File: src/rtl/mandel_frame_sched.sv
`default_nettype none
// ============================================================================
// Module   : mandel_frame_sched
// Brief    : Frame-level scheduler for the 4-lane Mandelbrot pipeline. Holds
//            shadow/active view configuration, steps the mapper one 4-pixel
//            group at a time, fires the escape-time engines, collects their
//            per-lane results and streams them out in pixel order.
// Options  : `define MANDEL_SCHED_PERF_EN adds the frame_cycles counter port.
// Revision : 1.0 - initial release
// ============================================================================
module mandel_frame_sched #(
  parameter int WIDTH  = 640,
  parameter int HEIGHT = 480,
  parameter int ITER_W = 8
) (
  input  logic                  aclk,
  input  logic                  aresetn,
  input  logic                  cfg_valid,
  input  logic [31:0]           cfg_zoom,
  input  logic [31:0]           cfg_re_lower,
  input  logic [31:0]           cfg_im_upper,
  input  logic                  start_frame,
  output logic [31:0]           zoom_factor,
  output logic [31:0]           re_lower,
  output logic [31:0]           im_upper,
  output logic                  map_en,
  output logic                  eng_start,
  input  logic [3:0]            eng_done,
  input  logic [4*ITER_W-1:0]   eng_iter,
  output logic [4*ITER_W-1:0]   m_axis_tdata,
  output logic                  m_axis_tvalid,
  input  logic                  m_axis_tready,
  output logic                  m_axis_tlast,
  output logic                  m_axis_tuser,
  output logic [9:0]            cur_x,
  output logic [9:0]            cur_y,
  output logic                  busy,
`ifdef MANDEL_SCHED_PERF_EN
  output logic [31:0]           frame_cycles,
`endif
  output logic                  frame_done
);

  localparam logic [9:0] C_X_LAST = 10'(WIDTH - 4);
  localparam logic [9:0] C_Y_LAST = 10'(HEIGHT - 1);

  typedef enum logic [2:0] {
    S_IDLE  = 3'd0,
    S_LOAD  = 3'd1,
    S_ISSUE = 3'd2,
    S_WAIT  = 3'd3,
    S_OUT   = 3'd4,
    S_FIN   = 3'd5
  } state_t;

  state_t              state_q, state_d;
  logic [31:0]         sh_zoom_q, sh_zoom_d, sh_re_q, sh_re_d, sh_im_q, sh_im_d;
  logic [31:0]         act_zoom_q, act_zoom_d, act_re_q, act_re_d, act_im_q, act_im_d;
  logic [9:0]          cur_x_q, cur_x_d, cur_y_q, cur_y_d;
  logic [3:0]          done_mask_q, done_mask_d;
  logic [4*ITER_W-1:0] result_q, result_d;

  // Next-state, datapath updates and per-state output strobes.
  always_comb begin
    state_d       = state_q;
    sh_zoom_d     = sh_zoom_q;
    sh_re_d       = sh_re_q;
    sh_im_d       = sh_im_q;
    act_zoom_d    = act_zoom_q;
    act_re_d      = act_re_q;
    act_im_d      = act_im_q;
    cur_x_d       = cur_x_q;
    cur_y_d       = cur_y_q;
    done_mask_d   = done_mask_q;
    result_d      = result_q;
    map_en        = 1'b0;
    eng_start     = 1'b0;
    frame_done    = 1'b0;
    m_axis_tvalid = 1'b0;
    m_axis_tlast  = 1'b0;
    m_axis_tuser  = 1'b0;

    // Shadow copy accepts writes at any time; LOAD reads the old value.
    if (cfg_valid) begin
      sh_zoom_d = cfg_zoom;
      sh_re_d   = cfg_re_lower;
      sh_im_d   = cfg_im_upper;
    end

    case (state_q)
      S_IDLE: begin
        if (start_frame) state_d = S_LOAD;
      end
      S_LOAD: begin
        act_zoom_d  = sh_zoom_q;
        act_re_d    = sh_re_q;
        act_im_d    = sh_im_q;
        cur_x_d     = '0;
        cur_y_d     = '0;
        done_mask_d = '0;
        state_d     = S_ISSUE;
      end
      S_ISSUE: begin
        eng_start   = 1'b1;
        done_mask_d = '0;
        state_d     = S_WAIT;
      end
      S_WAIT: begin
        // First done per lane wins; repeats on a captured lane are dropped.
        for (int i = 0; i < 4; i++) begin
          if (eng_done[i] && !done_mask_q[i]) begin
            result_d[i*ITER_W +: ITER_W] = eng_iter[i*ITER_W +: ITER_W];
            done_mask_d[i]               = 1'b1;
          end
        end
        if (done_mask_q == 4'hF) state_d = S_OUT;
      end
      S_OUT: begin
        m_axis_tvalid = 1'b1;
        m_axis_tuser  = (cur_x_q == 10'd0) && (cur_y_q == 10'd0);
        m_axis_tlast  = (cur_x_q == C_X_LAST);
        if (m_axis_tready) begin
          // Mapper counter advances in lock-step with cur_x/cur_y.
          map_en = 1'b1;
          if (cur_x_q != C_X_LAST) begin
            cur_x_d = cur_x_q + 10'd4;
            state_d = S_ISSUE;
          end else begin
            cur_x_d = '0;
            if (cur_y_q != C_Y_LAST) begin
              cur_y_d = cur_y_q + 10'd1;
              state_d = S_ISSUE;
            end else begin
              cur_y_d = '0;
              state_d = S_FIN;
            end
          end
        end
      end
      S_FIN: begin
        frame_done = 1'b1;
        state_d    = S_IDLE;
      end
      default: state_d = S_IDLE;
    endcase
  end

  // State and datapath registers.
  always_ff @(posedge aclk or negedge aresetn) begin
    if (!aresetn) begin
      state_q     <= S_IDLE;
      sh_zoom_q   <= '0;
      sh_re_q     <= '0;
      sh_im_q     <= '0;
      act_zoom_q  <= '0;
      act_re_q    <= '0;
      act_im_q    <= '0;
      cur_x_q     <= '0;
      cur_y_q     <= '0;
      done_mask_q <= '0;
      result_q    <= '0;
    end else begin
      state_q     <= state_d;
      sh_zoom_q   <= sh_zoom_d;
      sh_re_q     <= sh_re_d;
      sh_im_q     <= sh_im_d;
      act_zoom_q  <= act_zoom_d;
      act_re_q    <= act_re_d;
      act_im_q    <= act_im_d;
      cur_x_q     <= cur_x_d;
      cur_y_q     <= cur_y_d;
      done_mask_q <= done_mask_d;
      result_q    <= result_d;
    end
  end

  assign zoom_factor  = act_zoom_q;
  assign re_lower     = act_re_q;
  assign im_upper     = act_im_q;
  assign cur_x        = cur_x_q;
  assign cur_y        = cur_y_q;
  assign m_axis_tdata = result_q;
  assign busy         = (state_q != S_IDLE);

`ifdef MANDEL_SCHED_PERF_EN
  logic [31:0] frame_cycles_q, frame_cycles_d;

  // Busy-cycle counter: cleared by LOAD, saturating, held while idle.
  always_comb begin
    frame_cycles_d = frame_cycles_q;
    if (state_q == S_LOAD) begin
      frame_cycles_d = '0;
    end else if (busy && (frame_cycles_q != 32'hFFFF_FFFF)) begin
      frame_cycles_d = frame_cycles_q + 32'd1;
    end
  end

  // Counter register.
  always_ff @(posedge aclk or negedge aresetn) begin
    if (!aresetn) frame_cycles_q <= '0;
    else          frame_cycles_q <= frame_cycles_d;
  end

  assign frame_cycles = frame_cycles_q;
`endif

endmodule
`default_nettype wire

File: config.mk
export PLATFORM = sky130hd
export DESIGN_NAME = mandel_frame_sched
export DESIGN_NICKNAME = d
export VERILOG_FILES = /design/src/rtl/mandel_frame_sched.sv
export SDC_FILE = /design/constraint.sdc
export NUM_CORES = 1
export LEC_CHECK = 0
export CELL_PAD_IN_SITES_DETAIL_PLACEMENT = 2
export CELL_PAD_IN_SITES_GLOBAL_PLACEMENT = 2
export CORE_UTILIZATION = 34
export DETAILED_ROUTE_END_ITERATION = 7
export PLACE_DENSITY_LB_ADDON = 0.08
export SKIP_CTS_REPAIR_TIMING = 1
export SLEW_MARGIN = 20
export SYNTH_ARGS = -nofsm -noshare
export SYNTH_HDL_FRONTEND = slang
export SYNTH_SLANG_ARGS = --single-unit
File: constraint.sdc
create_clock -name aclk -period 5.6 [get_ports aclk]
set_input_delay 0.84 -clock aclk [delete_from_list [all_inputs] [get_ports aclk]]
set_output_delay 0.84 -clock aclk [all_outputs]
set_load 0.02 [all_outputs]
### Word level (Yosys, flattened, before mapping)

Cells that the tools add are included.
Widths: inputs -> output; s select.

| cells by class | value |
|---|---|
| divide/modulo/power cells | 0 |
| add/subtract/negate cells | 2 |
| bitwise logic cells | 0 |
| magnitude comparators | 0 |
| multiplexer cells | 25 |
| shifts and indexed selects | 0 |
| $mul | 0 |
| equal/unequal tests | 17 |
| reduce and logical (&&, ||, !) cells | 27 |

Operators with widths:

| kind | number |
|---|---|
| $mux 10 | 5 |
| $pmux 10 s2 | 2 |
| $logic_not 10->1 | 2 |
| $reduce_and 2->1 | 9 |
| $ne 2x2->1 const B | 8 |
| $mux 3 | 5 |
| $pmux 3 s5 | 1 |
| $mux 1 | 11 |
| $add 10x1->10 const B | 1 |
| $add 10x3->10 const B | 1 |
| $eq 10x10->1 const B | 1 |
| $ne 10x10->1 const B | 1 |
| $ne 10x9->1 const B | 1 |
| $pmux 4 s2 | 1 |
| $eq 3x2->1 const B | 2 |
| $eq 3x3->1 const B | 2 |
| $reduce_and 3->1 | 2 |
| $logic_and 1x1->1 | 5 |
| $eq 4x4->1 const B | 1 |
| $logic_not 1->1 | 4 |
| $reduce_bool 2->1 | 2 |
| $eq 3x1->1 const B | 1 |
| $logic_not 3->1 | 1 |
| $reduce_bool 3->1 | 1 |
| $reduce_or 2->1 | 1 |

| storage, ports and cells | value |
|---|---|
| memory bits (writable) | 0 |
| memory bits (read-only) | 0 |
| latch bits | 0 |
| memories kept | 0 |
| register bits after elaboration | 251 |
| output and inout port bits | 155 |

### Longest topological paths before layout

| depth | value |
|---|---|
| depth in word-level cells | 5 |
| gate-level depth with buffers | 6 |

### Worst setup path before layout

Ideal clock, no wire load.

| path | value |
|---|---|
| path kind | reg-to-output |
| start point | reg cur_y_q[0], in the netlist cur_y[0] |
| end point | out m_axis_tuser |
| data arrival time | 1.642 ns |
| path buffers | 0 |
| slack | 3.118 ns |
| stages on the path, launching flop included | 6 |
| cell sequence | dfrtp_1 > inv_1 > ha_1 > nor4b_1 > nand3_1 > nor4_1 |

| between the ends | value |
|---|---|
| cells in the longest elaborated chain, start to end | 3 |

Ends and longest elaborated chain:

| element | line | text |
|---|---|---|
| start: declaration | 59 | `logic [9:0] cur_x_q, cur_x_d, cur_y_q, cur_y_d;` |
| start signal: assignment | 171 | `cur_y_q <= cur_y_d;` |
| $logic_not 10->1 | 120 | `m_axis_tuser = (cur_x_q == 10'd0) && (cur_y_q == 10'd0);` |
| $logic_and 1x1->1 | 120 |  |
| $mux 1 | 90 | `case (state_q)` |
| end: declaration | 34 | `output logic m_axis_tuser,` |

No other way between the ends.

### Final worst setup path

| path | value |
|---|---|
| start point | reg state_q[1] |
| end point | out m_axis_tuser |

| between the ends | value |
|---|---|
| cells in the longest elaborated chain, start to end | 2 |

Ends and longest elaborated chain:

| element | line | text |
|---|---|---|
| start: declaration | 56 | `state_t state_q, state_d;` |
| start signal: assignment | 163 | `state_q <= state_d;` |
| $eq 3x3->1 | 90 |  |
| $mux 1 | 90 |  |

No other way between the ends.

==> flow_metrics.env <==
export IMPL_synth_edf_count=0
export IMPL_start_util=0.349
export IMPL_drc=0
export IMPL_ios=292
export IMPL_synthToLayoutAreaGrowth_pct=43.5
export IMPL_met3WireLength_um=1980
export IMPL_dp_slack_ps=2280
export IMPL_synthCells=640
export IMPL_cpMaxStageDelayCell="clkdlybuf4s50_1"
export IMPL_multiInputGateArea_um2=3380
export IMPL_dieWidth_um=172
export IMPL_drt_first_iter_violations=210
export IMPL_cts_num_sinks=249
export IMPL_worstPathArrival_ps=2610
export IMPL_reg2reg_to="zoom_factor[22]"
export IMPL_timing_reg2reg_setup_slack_ps=2880
export IMPL_rsz0062_at_grt="false"
export IMPL_yosys_cell_types_count=45
export IMPL_grt_overflow=0
export IMPL_yosys_warnings=0
export IMPL_outcome="finished, final reports clean"
export IMPL_port_buffers=289
export IMPL_antenna_found_initial=2
export IMPL_fillCellCount=2643
export IMPL_finClkSkew_ps=11.1
export IMPL_drive_above_1_share=0.299
export IMPL_power_density_nw_per_um2=538
export IMPL_clk_latency_ps=540
export IMPL_worst_slack_ps=2150
export IMPL_cts_tree="yes"
export IMPL_worst_path_buf_inv=1
export IMPL_route_met2_wl_um=14600
export IMPL_final_cell_area_um2=14000
export IMPL_hold_violations=0
export IMPL_vias=6436
export IMPL_wire_per_inst_um=20.3
export IMPL_syn_area_per_cell_um2=15.3
export IMPL_crit_family="simple AND/OR/NAND/NOR gates"
export IMPL_grt_pass1_vias=7403
export IMPL_drt_total_wl_um=27200
export IMPL_tightest_slew_ps=1020
export IMPL_drv_slew=0
export IMPL_path_max_fanout=15
export IMPL_critPathMaxStageDelay_ps=660
export IMPL_yosys_top_cells_area="dfrtp_1, mux2_2, nor2_1, nand3_1, buf_2"
export IMPL_cts_inserted_buffers=29
export IMPL_clockRootBuffer="clkbuf_16"
export IMPL_yosysSeqAreaShare=0.637
export IMPL_yosysTopAreaCell="dfrtp_1"
export IMPL_synthArstFlopShare=1.00
export IMPL_synth_top_flop_cell="dfrtp_1"
export IMPL_die_area_um2=29400
export IMPL_grt_pass1_wl_um=41700
export IMPL_clkTransAtPathRegs_ps=60
export IMPL_ir_worst_vdd_mv=0.262
export IMPL_synth_top_area_share=0.637
export IMPL_hold_path_class="input pin to asynchronous set/reset pin"
export IMPL_crit_type="flip-flop to output port"
export IMPL_p_leak_nw=5.77
export IMPL_synth_area_um2=9780
export IMPL_fin_crit_ps=3450
export IMPL_grt_max_degree=130
export IMPL_max_freq_mhz=290
export IMPL_dp_hpwl_um=18900
export IMPL_cts_max_path_buffers=3
export IMPL_reg2reg_depth=4
export IMPL_track_usage=0.184
export IMPL_cts_htree_levels=1
export IMPL_finalSetupTns_ps=0
export IMPL_coreArea_um2=28000
export IMPL_dr_pass1_iters=4
export IMPL_max_slew_margin=0.317
export IMPL_gp_congestion=0.824
export IMPL_regArea_um2=6230
export IMPL_wl_met1_um=9980
export IMPL_worstPathRequired_ps=4760
export IMPL_fin_crit_sh=0.616
export IMPL_dp_cells=1284
export IMPL_maxCapViolCount=0
export IMPL_ant_nets=0
export IMPL_rr_startpoint="state_q[1]"
export IMPL_die_y_um=172
export IMPL_ys_ff_latch=249
export IMPL_setup_viol=0
export IMPL_cp_start_kind="flip-flop"
export IMPL_final_cells=1339
export IMPL_drt_vias_per_instance=4.81
export IMPL_placed_area_um2=13100
export IMPL_fp_row_count=61
export IMPL_crit_chain="or3b_1 > nor4_1 > clkdlybuf4s50_1"
export IMPL_nets=1078
export IMPL_highest_layer="met4"
export IMPL_endpoint_kind="output port"
[kinds of logic after synthesis]
logic type | after synthesis | synth area share
buf+inv | 39 | 0.0178
mux | 225 | 0.259
fa+ha+maj | 4 | 0.00512
xor+xnor | 4 | 0.00358
other cells | 1 | 0.000383
flops | 249 | 0.637
compound gates | 42 | 0.0315
simple gates | 76 | 0.0455
[per-stage QoR]
step	total power, mW	util	hold WS [ps]
CTS	7.70	0.501	439
global placement	5.60	0.467	480
finish	7.55	0.501	366
detailed placement	5.77	0.467	493
global route	7.92	0.501	443
floorplan	4.27	-	475
[cells in the final DEF (no fill, tap or decap), drive strengths merged, types with 3 or more instances in the layout]
| cell type | netlist | final |
|---|---|---|
| a21oi | 9 | 9 |
| o21ai | 9 | 9 |
| clkdlybuf4s50 | 0 | 287 |
| clkbuf | 13 | 44 |
| nor2 | 20 | 20 |
| dfrtp | 249 | 249 |
| o31ai | 4 | 4 |
| ha | 4 | 4 |
| a211oi | 5 | 5 |
| nand3 | 12 | 12 |
| nand4 | 5 | 5 |
| nand2 | 11 | 11 |
| and4 | 3 | 3 |
| o2bb2ai | 4 | 4 |
| and3 | 3 | 3 |
| inv | 10 | 11 |
| clkinv | 1 | 8 |
| buf | 15 | 6 |
| mux2 | 225 | 225 |
| nor3b | 8 | 8 |
[synthesized netlist by cell type (5+ instances only)]
cell type,number
a211oi_1,5
a21oi_1,9
buf_2,10
clkbuf_1,13
dfrtp_1,249
inv_1,10
mux2_2,224
nand2_1,11
nand3_1,12
nand4_1,5
nor2_1,20
o21ai_0,9
[registers in the layout, indices dropped and copies added (netlist names), 4 cells and up]
signal / flops
im_upper: 32
m_axis_tdata: 32
re_lower: 32
sh_im_q: 32
sh_re_q: 32
sh_zoom_q: 32
zoom_factor: 32
cur_y: 10
cur_x: 8
done_mask_q: 4
[how the worst max path moves through the flow]
stage                        from            to  slack [ps]  depth (start not counted)
detailed placement  m_axis_tready        map_en        2280                          3
global placement    m_axis_tready        map_en        2280                          3
CTS                    state_q[1]  m_axis_tuser        2120                          3
floorplan                cur_y[0]  m_axis_tuser        3120                          5
global route           state_q[1]  m_axis_tuser        2000                          3
finish                 state_q[1]  m_axis_tuser        2150                          3
[where the power goes]
group | switching, mW | internal, mW | total, mW
clock | 0.729 | 1.14 | 1.86
combinational | 1.39 | 1.55 | 2.94
sequential | 0.357 | 2.39 | 2.74
total | 2.48 | 5.07 | 7.55
[cell type report]
type                       instances  share of cell area
timing repair buffer             293               0.209
tap                              378              0.0337
sequential                       249               0.444
inverter                          11             0.00294
multi-input combinational        353               0.241
antenna                            2            0.000357
clock inverter                     9             0.00526
clock buffer                      44              0.0635
[routing by layer]
layer | vias up | track usage
li1 | 2875 | -
met1 | 3338 | 0.202
met2 | 185 | 0.338
met3 | 38 | 0.0561
met4 | 0 | 0.0520
met5 | - | 0
Note: power is estimated with default switching activity, not from simulation.
